==> config.mk <==
export PLATFORM = sky130hd
export DESIGN_NAME = lsu_stb_drain_ctl
export DESIGN_NICKNAME = d
export VERILOG_FILES = /design/src/rtl/lsu_stb_pkg.sv /design/src/rtl/lsu_stb_entry_mux.sv /design/src/rtl/lsu_stb_drain_ctl.sv
export SDC_FILE = /design/constraint.sdc
export NUM_CORES = 1
export LEC_CHECK = 0
export BUFFER_PORTS_ARGS = -buffer_cell sky130_fd_sc_hd__buf_2
export CAP_MARGIN = 25
export CORE_UTILIZATION = 49
export CTS_BUF_LIST = sky130_fd_sc_hd__clkbuf_16
export CTS_CLUSTER_SIZE = 10
export DETAILED_ROUTE_END_ITERATION = 10
export GPL_ROUTABILITY_DRIVEN = 0
export PLACE_DENSITY = 0.84
export SLEW_MARGIN = 15
export SYNTH_ARGS = -nofsm -noshare
export SYNTH_HDL_FRONTEND = slang
export SYNTH_SLANG_ARGS = --single-unit
==> constraint.sdc <==
create_clock -name rclk -period 4.7 [get_ports rclk]
set_clock_uncertainty 0.05 [all_clocks]
set_input_delay 0.705 -clock rclk [delete_from_list [all_inputs] [get_ports rclk]]
set_output_delay 0.705 -clock rclk [all_outputs]
set_load 0.01 [all_outputs]
==> src/rtl/lsu_stb_pkg.sv <==
// Shared constants and types for the store-buffer drain controller.
package lsu_stb_pkg;
    localparam int STB_ENTRIES = 8;
    localparam int STB_PTR_W   = 3;
    localparam int SI_W        = 2;
    localparam int RTYPE_W     = 2;

    // Drain FSM encodings
    localparam logic [0:0] ST_IDLE = 1'b0;
    localparam logic [0:0] ST_REQ  = 1'b1;

    // Per-entry state carried with a PCX store request
    typedef struct packed {
        logic [SI_W-1:0]    si;
        logic [RTYPE_W-1:0] rtype;
        logic               rmo;
    } stb_fields_t;
endpackage

==> src/rtl/lsu_stb_entry_mux.sv <==
// Selects the captured si/rtype/rmo state of one store-buffer entry.
module lsu_stb_entry_mux
    import lsu_stb_pkg::*;
(
    input  logic [STB_PTR_W-1:0]           ptr,
    input  logic [STB_ENTRIES*SI_W-1:0]    si,
    input  logic [STB_ENTRIES*RTYPE_W-1:0] rtype,
    input  logic [STB_ENTRIES-1:0]         rmo,
    output stb_fields_t                    fields
);
    // 8:1 field select by entry index
    always_comb begin
        fields.si    = si[ptr*SI_W +: SI_W];
        fields.rtype = rtype[ptr*RTYPE_W +: RTYPE_W];
        fields.rmo   = rmo[ptr];
    end
endmodule

==> src/rtl/lsu_stb_drain_ctl.sv <==
// Store-buffer read side: issues entries in FIFO order to the PCX under TSO/RMO
// rules, tracks outstanding stores and retires them in order on CPX acks.
module lsu_stb_drain_ctl
    import lsu_stb_pkg::*;
#(
    parameter int MAX_OUT = 4
) (
    input  logic                           rclk,
    input  logic                           arst_l,
    input  logic [STB_ENTRIES-1:0]         stb_vld,
    input  logic [STB_ENTRIES*SI_W-1:0]    stb_state_si,
    input  logic [STB_ENTRIES*RTYPE_W-1:0] stb_state_rtype,
    input  logic [STB_ENTRIES-1:0]         stb_state_rmo,
    input  logic                           pcx_grant,
    input  logic                           cpx_st_ack,
    input  logic                           drain_stall,
    output logic                           pcx_req,
    output logic [STB_PTR_W-1:0]           pcx_req_ptr,
    output logic [SI_W-1:0]                pcx_req_si,
    output logic [RTYPE_W-1:0]             pcx_req_rtype,
    output logic                           pcx_req_rmo,
    output logic [STB_ENTRIES-1:0]         stb_ack_clr,
    output logic [3:0]                     stb_out_cnt,
    output logic                           stb_drained,
    output logic                           stb_ack_err
);
    localparam logic [3:0] MAX_CNT = 4'(MAX_OUT);

    logic [0:0]           state;
    logic [STB_PTR_W-1:0] iss_ptr;
    logic [STB_PTR_W-1:0] ack_ptr;
    logic [3:0]           cnt;
    logic                 tso_block;
    stb_fields_t          sel;
    stb_fields_t          req_q;
    logic                 eligible;
    logic                 grant_fire;
    logic                 ack_ok;
    logic [3:0]           cnt_nxt;

    lsu_stb_entry_mux u_mux (
        .ptr    (iss_ptr),
        .si     (stb_state_si),
        .rtype  (stb_state_rtype),
        .rmo    (stb_state_rmo),
        .fields (sel)
    );

    // Issue eligibility and outstanding-count update
    always_comb begin
        grant_fire = (state == ST_REQ) & pcx_grant;
        ack_ok     = cpx_st_ack & (cnt != 4'd0);
        eligible   = (state == ST_IDLE) & stb_vld[iss_ptr] & ~drain_stall & ~tso_block
                   & (cnt < MAX_CNT) & (sel.rmo | (cnt == 4'd0));
        cnt_nxt    = cnt + {3'd0, grant_fire} - {3'd0, ack_ok};
    end

    // Request FSM; fields are frozen at REQ entry so they stay stable until grant
    always_ff @(posedge rclk or negedge arst_l) begin
        if (!arst_l) begin
            state <= ST_IDLE;
            req_q <= '0;
        end else begin
            case (state)
                ST_IDLE: if (eligible) begin
                    state <= ST_REQ;
                    req_q <= sel;
                end
                default: if (pcx_grant) state <= ST_IDLE;
            endcase
        end
    end

    // Issue/retire pointers and outstanding count
    always_ff @(posedge rclk or negedge arst_l) begin
        if (!arst_l) begin
            iss_ptr <= '0;
            ack_ptr <= '0;
            cnt     <= '0;
        end else begin
            if (grant_fire) iss_ptr <= iss_ptr + 3'd1;
            if (ack_ok)     ack_ptr <= ack_ptr + 3'd1;
            cnt <= cnt_nxt;
        end
    end

    // A granted non-RMO store holds off issue until everything has drained
    always_ff @(posedge rclk or negedge arst_l) begin
        if (!arst_l)                         tso_block <= 1'b0;
        else if (grant_fire && !req_q.rmo)   tso_block <= 1'b1;
        else if (ack_ok && cnt_nxt == 4'd0)  tso_block <= 1'b0;
    end

    // Retire strobe one cycle after the ack; sticky flag for acks with nothing outstanding
    always_ff @(posedge rclk or negedge arst_l) begin
        if (!arst_l) begin
            stb_ack_clr <= '0;
            stb_ack_err <= 1'b0;
        end else begin
            stb_ack_clr <= ack_ok ? (8'b1 << ack_ptr) : 8'b0;
            if (cpx_st_ack && cnt == 4'd0) stb_ack_err <= 1'b1;
        end
    end

    assign pcx_req       = (state == ST_REQ);
    assign pcx_req_ptr   = iss_ptr;
    assign pcx_req_si    = req_q.si;
    assign pcx_req_rtype = req_q.rtype;
    assign pcx_req_rmo   = req_q.rmo;
    assign stb_out_cnt   = cnt;
    assign stb_drained   = ~|stb_vld & (cnt == 4'd0);
endmodule

==> Word level (Yosys, flattened, before mapping) <==
Cells that the tools add are included.
{ "totals": {"inputBits": 53, "regBits": 26, "word_cells": 52, "output_inout_bits": 23} }
{ "op_classes": {"bitwise_logic": 12, "shifts": 3, "muxes": 10, "n_reduce_logical": 11, "order_cmp": 2, "add_sub_neg": 4} }
{ "ops": {"columns": ["op", "count"], "rows": [
  ["$shiftx 16x5->2", 2],
  ["$and 1x1->1", 8],
  ["$logic_not 4->1", 2],
  ["$mux 8", 1],
  ["$reduce_or 8->1", 1],
  ["$shl 1x3->8 const A", 1],
  ["$mux 1", 7],
  ["$add 3x1->3 const B", 2],
  ["$bmux 1 s3", 2],
  ["$add 4x1->4", 1],
  ["$lt 3x4->1 const B", 1],
  ["$lt 4x3->1 const B", 1],
  ["$reduce_bool 4->1", 1],
  ["$sub 4x1->4", 1],
  ["$logic_and 1x1->1", 3],
  ["$not 1->1", 3],
  ["$logic_not 1->1", 2],
  ["$reduce_and 2->1", 1],
  ["$reduce_bool 2->1", 1],
  ["$or 1x1->1", 1]
]} }

==> Depth between registers and ports, before layout <==
{ "logic_depth": {"ltp_word": 9, "depth_mapped": 13, "ltp_nobuf": 13} }

==> Cells and area by module <==
A second synthesis with hierarchy kept.
{ "unflattened": {"cells_unflattened": 119, "area_unflattened_um2": 1610.3} }
{ "modules_own_cells": {"columns": ["module", "cells_per_inst", "instances", "area_per_inst_um2", "seq_area_each_um2"], "rows": [
  ["lsu_stb_drain_ctl", 102, 1, 1276.2, 650.6],
  ["lsu_stb_entry_mux", 17, 1, 334.1, 0.0]
]} }

==> Worst setup path after synthesis <==
No wires, ideal clock.
{ "synth_timing": {"kind": "register to register", "startpoint": "register cnt[2] (netlist: stb_out_cnt[2])", "endpoint": "register tso_block", "arrival_time_ps": 2377, "synth_period_minus_slack_ps": 2565, "setup_slack_ps": 2135, "n_path_buf": 0, "stages_incl_launch_ff": 14, "setup_time_ps": 138, "t_required_ps": 4512, "cell_sequence": "dfrtp_1 > inv_1 > ha_1 > nand2_2 > nand2_1 > inv_2 > ha_1 > inv_1 > ha_1 > inv_1 > fa_1 > xnor2_1 > o41ai_1 > o21ai_0"} }
{ "synth_via": {"elab_chain_cells": 6, "elab_cells_between_ends": 7, "cone_classes": "add/sub: 2; bitwise: 1; reduce/logical: 4"} }
{ "synth_rtl": {"columns": ["element", "line", "rtl"], "rows": [
  ["start: declaration", "lsu_stb_drain_ctl.sv:32", "logic [3:0] cnt;"],
  ["start signal: assignment", "lsu_stb_drain_ctl.sv:83", "cnt <= cnt_nxt;"],
  ["$reduce_bool 4->1", "lsu_stb_drain_ctl.sv:52", "ack_ok = cpx_st_ack & (cnt != 4'd0);"],
  ["$and 1x1->1", "lsu_stb_drain_ctl.sv:52", null],
  ["via ack_ok", "lsu_stb_drain_ctl.sv:38", "logic ack_ok;"],
  ["$sub 4x1->4", "lsu_stb_drain_ctl.sv:55", "cnt_nxt = cnt + {3'd0, grant_fire} - {3'd0, ack_ok};"],
  ["via cnt_nxt[2]", "lsu_stb_drain_ctl.sv:39", "logic [3:0] cnt_nxt;"],
  ["$logic_not 4->1", "lsu_stb_drain_ctl.sv:91", "else if (ack_ok && cnt_nxt == 4'd0) tso_block <= 1'b0;"],
  ["$logic_and 1x1->1", "lsu_stb_drain_ctl.sv:91", null],
  ["$reduce_bool 2->1 (no line)", null, null],
  ["end signal: assignment", "lsu_stb_drain_ctl.sv:89", "if (!arst_l) tso_block <= 1'b0;"],
  ["end signal: assignment", "lsu_stb_drain_ctl.sv:90", "else if (grant_fire && !req_q.rmo) tso_block <= 1'b1;"],
  ["end signal: assignment", "lsu_stb_drain_ctl.sv:91", null],
  ["end: declaration", "lsu_stb_drain_ctl.sv:33", "logic tso_block;"]
]} }
The timed path passes the listed nets, and every way through them passes these cells.
A chain may end at the register's enable or synchronous reset.

==> Worst setup path after layout <==
Ends and elaborated chain as after synthesis.

==> summary.md <==
| Metric | Value |
|---|---|
| CTS Buffer Depth | `2` |
| Hold Crit Class | `primary input to asynchronous set/reset pin` |
| Row cnt | `20` |
| Final core occ | `68.2%` |
| Clock sinks | `26` |
| Total Wirelength | `3590 um` |
| Synth top area share | `41.5%` |
| Seq cells post-synth | `26` |
| Die Span X | `58.6 um` |
| Final setup violation count | `0` |
| Crit-path max FO | `10` |
| Worst setup SP type | `register` |
| Largest net degree at the start of global routing | `27` |
| Placed Cells | `230` |
| Slew headroom | `52.0%` |
| Pleak | `1.10 nW` |
| DR iter-0 viols | `43` |
| Setup_tns | `0 ns` |
| Failing checks | `design-rule violations` |
| WS Path Type | `register to register` |
| Post-synth EDFFs | `0` |
| Placeable Area | `3050 um^2` |
| Pins Over Slew Limit | `0` |
| RSZ-0062 raised after global routing | `false` |
| CTS Hold Bufs | `0` |
| Average wire per standard cell | `15.3 um` |
| Share of cells above drive strength 1 | `53.7%` |
| Crit. End Element | `register` |
| TritonRoute pass-1 iters | `7` |
| Number of global-route vias before repair | `1376` |
| First-pass GRT wire length | `5930 um` |
| Avg Inst Size Synth | `13.8 um^2` |
| CTS Buf Count | `3` |
| Status | `complete, but fails checks` |
| Clock slew at reported path FFs | `0.06 ns` |
| Slew at the pin with the worst max-slew slack | `0.721 ns` |
| # DRC | `2` |
| Synth cell types | `32` |
| Post-synthesis sequential area ratio | `41.5%` |
| Worst EP required | `4.77 ns` |
| Vias per inst | `5.18` |
| Area growth syn-to-layout | `32.7%` |
| IO Count | `76` |
| Crit path arrival time | `2.91 ns` |
| ANT cells | `0` |
| Die Ht | `58.6 um` |
| Clock latency at the later pin of the worst-skew pair | `0.26 ns` |
| Post-layout minimum cycle time | `2.83 ns` |
| H-tree lvl count | `1` |
| Post-Layout Cell Count | `234` |
| Post-route ant nets | `0` |
| Overflow after GRT | `0` |
| Post-Synthesis Cell Area | `1570 um^2` |
| Ys async rst share | `100%` |
| Max VDD drop | `0.000285 V` |
| Syn_nets | `180` |
| Max-cap violations | `0` |
| Fmax achieved | `0.353 GHz` |
| GRT Util Overall | `23.2%` |
| Top_reg_cell synth | `dfrtp_1` |
| Initial Util | `51.4%` |
| Post-DP HPWL | `2850 um` |
| Dpl cell area | `1980 um^2` |
| Number of I/O port buffers | `75` |
| R2R Setup Slk | `1.87 ns` |
| CTS tree | `done` |
| Clock Tree Root | `clkbuf_16` |
| Synth warnings | `0` |
| Via count | `1213` |
| Yosys top cell by area | `dfrtp_1` |
| Total die area | `3430 um^2` |
| Pwr per Cell Area | `592 nW/um^2` |
| Period Utilization, post-route | `60.3%` |
| Final hold viol count | `0` |
| Post-CTS Resized | `0` |
| Design Area, Final | `2080 um^2` |
| Final nets | `257` |
| Gate Count Post-Synth | `114` |
| Initial antenna violation count | `0` |
| Synth top area cells | `dfrtp_1 (42%), mux4_2 (11%), ha_1 (9.6%)` |
| Filler instances | `230` |
| Post-CTS Setup Inserts | `0` |
routing by layer:
metal,up-vias,global-route usage [%],share of wire (%)
met5,-,0,0
met4,0,10.9,2.3
met3,10,4.18,2.7
met2,32,44.2,57
met1,597,24.7,38
li1,574,-,-
worst max-delay path, stage by stage (launching register included):
cell and delay, ns:
dfrtp_1 0.38, inv_1 0.08, ha_1 0.20, nand2_2 0.13
nand2_1 0.17, inv_2 0.11, ha_1 0.28, inv_1 0.06
ha_1 0.17, inv_1 0.07, fa_1 0.38, xnor2_1 0.17
o41ai_1 0.32, o21ai_0 0.14
Yosys cell counts, types with 2 or more instances:
| cell | count |
|---|---|
| ha_1 | 12 |
| o21ai_0 | 4 |
| xnor2_1 | 4 |
| mux2_4 | 4 |
| or4_1 | 2 |
| a21o_1 | 2 |
| mux4_2 | 8 |
| nand2_1 | 4 |
| nand2_2 | 2 |
| dfrtp_1 | 26 |
| mux2_2 | 5 |
| inv_1 | 11 |
| and3_1 | 8 |
| mux4_1 | 4 |
final timing paths:
kind / to / depth (start not counted) / start
max: tso_block / 13 / stb_out_cnt[2]
min: stb_ack_clr[2] / 1 / arst_l
max reg2reg: tso_block / 13 / stb_out_cnt[2]
min reg2reg: stb_ack_err / 1 / stb_ack_err
max in group asynchronous: ack_ptr[1] / 1 / arst_l
min in group rclk: stb_ack_err / 1 / stb_ack_err
cell families after synthesis:
| family | synth area share (%) |
|---|---|
| flops | 41.5 |
| mux | 27.8 |
| simple gates | 7.74 |
| buf+inv | 4.31 |
| fa+ha+maj | 10.9 |
| compound gates | 5.03 |
| xor+xnor | 2.79 |
cells in the final DEF, fill, tap and decap left out, types with 2 or more instances in the layout:
cell       count
inv_1         11
xnor2_1        4
mux2_2         5
buf_2         75
or4_1          2
clkbuf_16      3
mux2_4         4
mux4_1         4
dfrtp_1       26
a21o_1         2
ha_1          12
nand2_2        2
mux4_2         8
o21ai_0        4
nand2_1        4
and3_1         8
cell type report:
cell class                 instances  area (um^2)  share of cell area (%)
tap                               44         55.1                    2.65
multi-input combinational         73          850                    40.8
timing repair buffer              75          375                    18.0
clock buffer                       3         75.1                    3.61
sequential                        26          651                    31.3
inverter                          12         45.0                    2.16
clock inverter                     1         30.0                    1.44
through the flow:
| step | worst slack (ns) | power, W | hold slack [ns] |
|---|---|---|---|
| final | 1.87 | 0.00123 | 0.382 |
| after global routing | 1.61 | 0.00132 | 0.436 |
| after CTS | 1.84 | 0.00124 | 0.401 |
| after detailed placement | 1.89 | 0.000993 | 0.442 |
| after global placement | 2.02 | 0.000948 | 0.430 |
| after floorplan | 2.14 | 0.000817 | 0.359 |
where the power goes:
group	total, W	switching, W	internal, W
clock network	0.000242	0.0000727	0.000169
registers	0.000425	0.000113	0.000311
logic	0.000566	0.000254	0.000312
total	0.00123	0.000440	0.000793
registers in the layout, indices dropped and copies added (netlist names), 2 cells and up:
| signal | flops |
|---|---|
| pcx_req_si | 2 |
| stb_ack_clr | 8 |
| pcx_req_ptr | 3 |
| ack_ptr | 3 |
| pcx_req_rtype | 2 |
| stb_out_cnt | 4 |
No activity file was read; power rests on OpenSTA's default activity.
